--- config.mk ---
export PLATFORM = sky130hd
export DESIGN_NAME = nla_engine_scheduler
export DESIGN_NICKNAME = d
export VERILOG_FILES = /design/src/rtl/nla_engine_scheduler.sv
export SDC_FILE = /design/constraint.sdc
export NUM_CORES = 1
export LEC_CHECK = 0
export ABC_CLOCK_PERIOD_IN_PS = 5200
export CAP_MARGIN = 10
export CORE_MARGIN = 8
export CORE_UTILIZATION = 45
export CTS_BUF_LIST = sky130_fd_sc_hd__clkbuf_8
export DETAILED_ROUTE_END_ITERATION = 6
export GPL_TIMING_DRIVEN = 0
export PLACE_DENSITY = 0.83
export REMOVE_ABC_BUFFERS = 1
export SKIP_LAST_GASP = 1
export SLEW_MARGIN = 10
export SYNTH_ARGS = -nofsm -noshare
export SYNTH_HDL_FRONTEND = slang
export SYNTH_SLANG_ARGS = --single-unit
--- constraint.sdc ---
create_clock -name clk_i -period 5.2 [get_ports clk_i]
set_input_delay 1.04 -clock clk_i [delete_from_list [all_inputs] [get_ports clk_i]]
set_output_delay 1.04 -clock clk_i [all_outputs]
set_load 0.01 [all_outputs]
--- src/rtl/nla_engine_scheduler.sv ---
// Round-robin front end that shares one polynomial approximation engine between
// NUM_REQ requesters: one job in flight, timeout-protected, per-requester responses.
module nla_engine_scheduler #(
  parameter int NUM_REQ    = 4,
  parameter int DATA_W     = 16,
  parameter int FUNC_W     = 2,
  parameter int ADDR_LINES = 4,
  parameter int TIMEOUT    = 64
) (
  input  logic                        clk_i,
  input  logic                        rstn_i,
  input  logic [NUM_REQ-1:0]          req_valid_i,
  output logic [NUM_REQ-1:0]          req_ready_o,
  input  logic [NUM_REQ*DATA_W-1:0]   req_data_i,
  input  logic [NUM_REQ*FUNC_W-1:0]   req_func_i,
  output logic [NUM_REQ-1:0]          rsp_valid_o,
  input  logic [NUM_REQ-1:0]          rsp_ready_i,
  output logic [DATA_W-1:0]           rsp_data_o,
  output logic                        rsp_err_o,
  input  logic                        cfg_we_i,
  input  logic [FUNC_W-1:0]           cfg_func_i,
  input  logic [ADDR_LINES-1:0]       cfg_count_i,
  output logic                        eng_start_o,
  output logic [DATA_W-1:0]           eng_data_o,
  output logic [FUNC_W-1:0]           eng_func_o,
  output logic [ADDR_LINES-1:0]       eng_coeff_count_o,
  input  logic                        eng_done_i,
  input  logic [DATA_W-1:0]           eng_result_i
);

  localparam int IDX_W = $clog2(NUM_REQ);
  localparam int FUNCS = 1 << FUNC_W;
  localparam int TMR_W = $clog2(TIMEOUT);

  typedef enum logic [1:0] {ST_IDLE, ST_LAUNCH, ST_WAIT, ST_RESP} state_t;

  state_t                  state_reg, state_next;
  logic [IDX_W-1:0]        ptr_reg, ptr_next;
  logic [IDX_W-1:0]        grant_reg;
  logic [DATA_W-1:0]       data_reg;
  logic [FUNC_W-1:0]       func_reg;
  logic [ADDR_LINES-1:0]   count_reg;
  logic [DATA_W-1:0]       result_reg, result_next;
  logic                    err_reg, err_next;
  logic [TMR_W-1:0]        timer_reg, timer_next;
  logic [ADDR_LINES-1:0]   count_tbl_reg [FUNCS];

  logic [DATA_W-1:0]       req_data_arr [NUM_REQ];
  logic [FUNC_W-1:0]       req_func_arr [NUM_REQ];
  logic [IDX_W-1:0]        winner;
  logic [IDX_W:0]          cand;
  logic                    capture_en;
  logic [NUM_REQ-1:0]      req_ready_next;
  logic [NUM_REQ-1:0]      rsp_valid_next;
  logic                    eng_start_next;

  for (genvar gi = 0; gi < NUM_REQ; gi++) begin : g_unpack
    assign req_data_arr[gi] = req_data_i[gi*DATA_W +: DATA_W];
    assign req_func_arr[gi] = req_func_i[gi*FUNC_W +: FUNC_W];
  end

  // Scan offsets from farthest to nearest so the nearest valid index from the pointer wins.
  always_comb begin
    winner = ptr_reg;
    cand   = '0;
    for (int k = NUM_REQ - 1; k >= 0; k--) begin
      cand = {1'b0, ptr_reg} + (IDX_W+1)'(k);
      if (cand >= (IDX_W+1)'(NUM_REQ)) cand = cand - (IDX_W+1)'(NUM_REQ);
      if (req_valid_i[cand[IDX_W-1:0]]) winner = cand[IDX_W-1:0];
    end
  end

  always_comb begin
    state_next     = state_reg;
    ptr_next       = ptr_reg;
    timer_next     = timer_reg;
    result_next    = result_reg;
    err_next       = err_reg;
    capture_en     = 1'b0;
    req_ready_next = '0;
    rsp_valid_next = '0;
    eng_start_next = 1'b0;
    case (state_reg)
      ST_IDLE: begin
        if (|req_valid_i) begin
          req_ready_next[winner] = 1'b1;
          capture_en             = 1'b1;
          if (count_tbl_reg[req_func_arr[winner]] != '0) begin
            state_next = ST_LAUNCH;
          end else begin
            // Disabled function: answer with an error without touching the engine.
            result_next = '0;
            err_next    = 1'b1;
            state_next  = ST_RESP;
          end
        end
      end
      ST_LAUNCH: begin
        eng_start_next = 1'b1;
        timer_next     = '0;
        state_next     = ST_WAIT;
      end
      ST_WAIT: begin
        if (eng_done_i) begin
          result_next = eng_result_i;
          err_next    = 1'b0;
          state_next  = ST_RESP;
        end else if (timer_reg == TMR_W'(TIMEOUT - 1)) begin
          result_next = '0;
          err_next    = 1'b1;
          state_next  = ST_RESP;
        end else begin
          timer_next = timer_reg + TMR_W'(1);
        end
      end
      ST_RESP: begin
        rsp_valid_next[grant_reg] = 1'b1;
        if (rsp_ready_i[grant_reg]) begin
          ptr_next   = (grant_reg == IDX_W'(NUM_REQ - 1)) ? '0 : grant_reg + IDX_W'(1);
          state_next = ST_IDLE;
        end
      end
      default: state_next = ST_IDLE;
    endcase
  end

  always_ff @(posedge clk_i or negedge rstn_i) begin
    if (!rstn_i) begin
      state_reg  <= ST_IDLE;
      ptr_reg    <= '0;
      grant_reg  <= '0;
      data_reg   <= '0;
      func_reg   <= '0;
      count_reg  <= '0;
      result_reg <= '0;
      err_reg    <= 1'b0;
      timer_reg  <= '0;
      for (int i = 0; i < FUNCS; i++) count_tbl_reg[i] <= '0;
    end else begin
      state_reg  <= state_next;
      ptr_reg    <= ptr_next;
      timer_reg  <= timer_next;
      result_reg <= result_next;
      err_reg    <= err_next;
      // Capture reads the table before this cycle's cfg write lands.
      if (capture_en) begin
        grant_reg <= winner;
        data_reg  <= req_data_arr[winner];
        func_reg  <= req_func_arr[winner];
        count_reg <= count_tbl_reg[req_func_arr[winner]];
      end
      if (cfg_we_i) count_tbl_reg[cfg_func_i] <= cfg_count_i;
    end
  end

  // Ready is combinational from req_valid_i, so mask it while reset is held.
  assign req_ready_o       = rstn_i ? req_ready_next : '0;
  assign rsp_valid_o       = rsp_valid_next;
  assign rsp_data_o        = (state_reg == ST_RESP) ? result_reg : '0;
  assign rsp_err_o         = (state_reg == ST_RESP) ? err_reg : 1'b0;
  assign eng_start_o       = eng_start_next;
  assign eng_data_o        = data_reg;
  assign eng_func_o        = func_reg;
  assign eng_coeff_count_o = count_reg;

endmodule

# After elaboration in Yosys (flattened, before gate mapping)
# Cells that the tools add are included.
# word_totals
regBits	67
wordCells	127
in_bits	106
output_inout_bits	48
# classes
magnitude_cmp	16
n_reduce_logical	12
n_eq_ne	11
bitwise_logic	3
muxes	63
n_addsub	9
# op_table
operator	n
$mux 16	7
$bmux 16 s2	1
$mux 2	16
$pmux 16 s2	1
$mux 4	7
$ge 3x3->1 const B	6
$lt 2x3->1 const B	6
$bwmux 16	1
$mux 1	15
$mux 6	2
$pmux 6 s2	1
$bmux 1 s2	5
$ne 2x2->1 const B	5
$not 2->3	3
$bmux 4 s2	1
$demux 4 s2	1
$pmux 2 s4	1
$sub 2x1->2 const B	4
$add 2x2->3 const B	2
$add 6x1->6 const B	1
$eq 2x2->1 const B	3
$eq 6x6->1 const B	1
$reduce_and 3->1	2
$bmux 2 s2	1
16 further kinds	21

# Longest topological paths before layout
# logic_depth
word_depth	21
ltp_mapped	11
depth_no_buf	9

# Least setup slack after synthesis
# Ideal clock, no wire load.
# synth_timing
path_kind	input port to output port
startpoint	input port req_valid_i[0]
endpoint	output port req_ready_o[2]
t_required_ps	4160
setup_slack_ps	1665
n_path_buf	1
path_stages	4
t_arrival_ps	2495
path_cell_list	nor2b_1 o41ai_4 clkbuf_1 nor3b_1
# synth_between
elab_chain_len	13
elab_cells_between_ends	21
cone_classes	order compare (2); mux (17); reduce/logical (2)
# synth_rtl
item	line	source
start, declared	12	input logic [NUM_REQ-1:0] req_valid_i,
$bmux 1 s2	69	if (req_valid_i[cand[IDX_W-1:0]]) winner = cand[IDX_W-1:0];
$mux 1 (not written as such)	69	
$mux 2 (4 in series)	69	
$lt 2x3->1 (not written as such) / $ge 2x1->1 (equally long branches)	86	req_ready_next[winner] = 1'b1;
$logic_and 1x1->1 (not written as such)	86	
$mux 1 (not written as such)	86	
$demux 1 s2	86	
$mux 4 *	85	if (|req_valid_i) begin
$mux 4 *	83	case (state_reg)
$mux 4 *	157	assign req_ready_o = rstn_i ? req_ready_next : '0;
end, declared	13	output logic [NUM_REQ-1:0] req_ready_o,
# Every way passes the cells marked *; elsewhere a longest branch is shown, timed or not. The select of a mux whose other input is x is not followed.

# Final worst setup path
# layout_timing
startpoint	input port req_valid_i[1]
endpoint	output port req_ready_o[3]
# Same word-level chain as after synthesis.

==> flow_summary.toml <==
[route]
detail-route-antenna-nets = 0
routed_wl_um = 11000
vias = 3100
wl_per_cell_um = 19.0
via_per_inst = 5.37
drc_errors = 0
drt_pre_antenna_iters = 4
first_iter_violations = 123

[global_route]
antenna_found_initial = 0
track_usage = 0.191
grt_pass1_vias = 3304
grt_max_degree = 67
overflow = 0
grt_pass1_wl_um = 17500

[synth]
synth_flop_cell = "dfrtp_1"
yosysTopAreaCell = "dfrtp_1"
synth-edff-count = 0
synth.area.top_cells = "dfrtp_1 44%, mux2_2 12%, mux4_2 10%, and3_1 4.1%, and2_1 3.8%"
synthTopCellsByCount = "67 x dfrtp_1, 41 x mux2_2, 25 x and3_1, 23 x and2_1, 19 x nand2_1"
synth-seq-cells = 67
synthCells = 314
synth_area_sq_um = 3830
synth.distinct_cells = 42
post-synth-top-count-cell = "dfrtp_1"
ys_seq_area_frac = 0.438
ys.warnings.count = 0
avgSynthCellArea_sq_um = 12.2
postSynth.asyncResetShare = 1.00
synth.top_cell.area_share = 0.438

[placed_design]
place_ws_ps = -157
portBuffers = 153
detailed_place_hpwl_um = 8530
gp_routability_congestion = 0.813
placed_area_sq_um = 5480

[clock_tree]
cts_tree = "done"
htree_levels = 3
root_buffer = "clkbuf_8"
cts_hold_buffers = 0
cts_made_buffers = 9
post_cts_buffers = 0
cts.sinks = 67
clockBufferDepth = 2
insertion_delay_ps = 350
clkSlewWorstSetupHoldPaths_ps = 70

[layout]
synthToLayoutAreaGrowth_pct = 47.7
fillerInstances = 609
fin_util = 0.689
drive_gt1_frac = 0.203
diodes = 0
regArea_sq_um = 1680
fin_nets = 583
finalInstanceArea_sq_um = 5660
multi_input_area_sq_um = 2060

[setup_path]
slowest_stage = "or4_1"
crit_family = "buffers and inverters"
crit_top_cell = "clkdlybuf4s50_1"
crit_chain = "clkdlybuf4s50_1 > or4_1 > nand2_1 > clkinv_2 > and4_1 > clkdlybuf4s50_1"
end_kind = "primary output"
cp.arrival_ps = 3880
path_buf_inv = 3
critical_path_class = "primary input to primary output"
start_kind = "primary input"
crit_fanout = 24
required_ps = 4160
cpPeakStageDelay_ps = 620

[pwr]
finalPower_mw = 2.69
powerDensity_nw_per_um2 = 475
ir_drop_mv = 0.325
p_leak_nw = 2.46

[timing]
max_freq_ghz = 0.203
clock_skew_ps = 7.94
worst_pin_slew_ps = 1130
tns_ps = 0
grt_setup_unrepaired = "no"
period_needed_ps = 4920
setup_ws_ps = 278
slew_headroom = 0.249
fin_crit_sh = 0.947
setup_viol = 0
finalHoldViolations = 0
drv_slew = 0

[die]
dieArea_sq_um = 11700
rows = 33
initial_core_util = 0.466
core_sq_um = 8220
num_io_pins = 154
fp.dieW_um = 108
die_y_um = 108

[run]
max-cap-violations = 0

[run_status]
status = "finished clean"

[hold_path]
hold_class = "primary input to async pin"
## layer usage
layer / GRT usage / share of wire / vias to the layer above
met5: 0 / 0 / -
met4: 0.0811 / 0.027 / 0
met1: 0.227 / 0.40 / 1529
met3: 0.0405 / 0.050 / 22
met2: 0.328 / 0.52 / 90
li1: - / - / 1459
## final timing paths
check	start	endpoint	slack, ps	cells past startpoint
setup reg to reg	ptr_reg[1]$_DFFE_PN0P_	result_reg[9]$_DFFE_PN0P_	1220	9
max in group asynchronous	rstn_i	eng_data_o[2]$_DFFE_PN0P_	4200	2
hold reg to reg	eng_func_o[0]$_DFFE_PN0P_	eng_func_o[0]$_DFFE_PN0P_	490	2
hold / removal	rstn_i	eng_data_o[12]$_DFFE_PN0P_	490	1
setup / recovery	req_valid_i[1]	req_ready_o[3]	280	6
min in group clk_i	eng_func_o[0]$_DFFE_PN0P_	eng_func_o[0]$_DFFE_PN0P_	490	2
## logic make-up after synthesis
kind of cell / count (synthesis) / share of synthesized area
adder cells (fa/ha/maj): 10 / 0.0327
buffers and inverters: 24 / 0.0258
AO/OA/AOI/OAI: 37 / 0.0807
XOR/XNOR: 3 / 0.00686
multiplexers: 71 / 0.266
AND/OR/NAND/NOR: 102 / 0.150
flip-flops: 67 / 0.438
## what timing repair did
item                                   CTS  global route
gates resized for setup                  1             0
setup endpoints to repair                4             0
endpoints found under the hold margin    0             0
## where the power goes
part           total, mW  switching, mW  internal [mW]  leakage [nW]
sequential         0.848          0.116          0.733         0.837
combinational       1.45          0.657          0.792          1.53
clock              0.389          0.205          0.185        0.0843
## per-stage QoR
stage          hold WS, ps  instances
5_1_grt                464        577
2_1_floorplan          471        300
6_report               485        577
4_1_cts                474        577
3_5_place_dp           473        561
3_3_place_gp           472        558
## cell usage in the layout (no fill, tap or decap), types with 3 or more instances in the layout
cell type,instances
clkdlybuf4s50_1,152
mux2i_1,4
mux2_4,9
mux2_2,41
nor3_1,3
clkinvlp_4,3
ha_1,10
nand2_1,19
nand3_1,3
mux4_2,17
a31o_2,3
and3_1,25
dfrtp_1,67
nor2_1,8
nand4_1,3
clkinv_2,3
inv_1,9
nor3b_1,5
a21oi_1,3
a211o_1,9
clkbuf_8,10
o21ai_0,9
xor2_1,3
nor2b_1,6
and2_1,23
## cell type report
type | instances | area share
clock buffer | 10 | 0.0243
clock inverter | 6 | 0.00729
inverter | 10 | 0.00685
multi-input combinational | 223 | 0.363
sequential | 67 | 0.296
tap | 105 | 0.0232
timing repair buffer | 156 | 0.279
No activity file was read; power rests on OpenSTA's default activity.
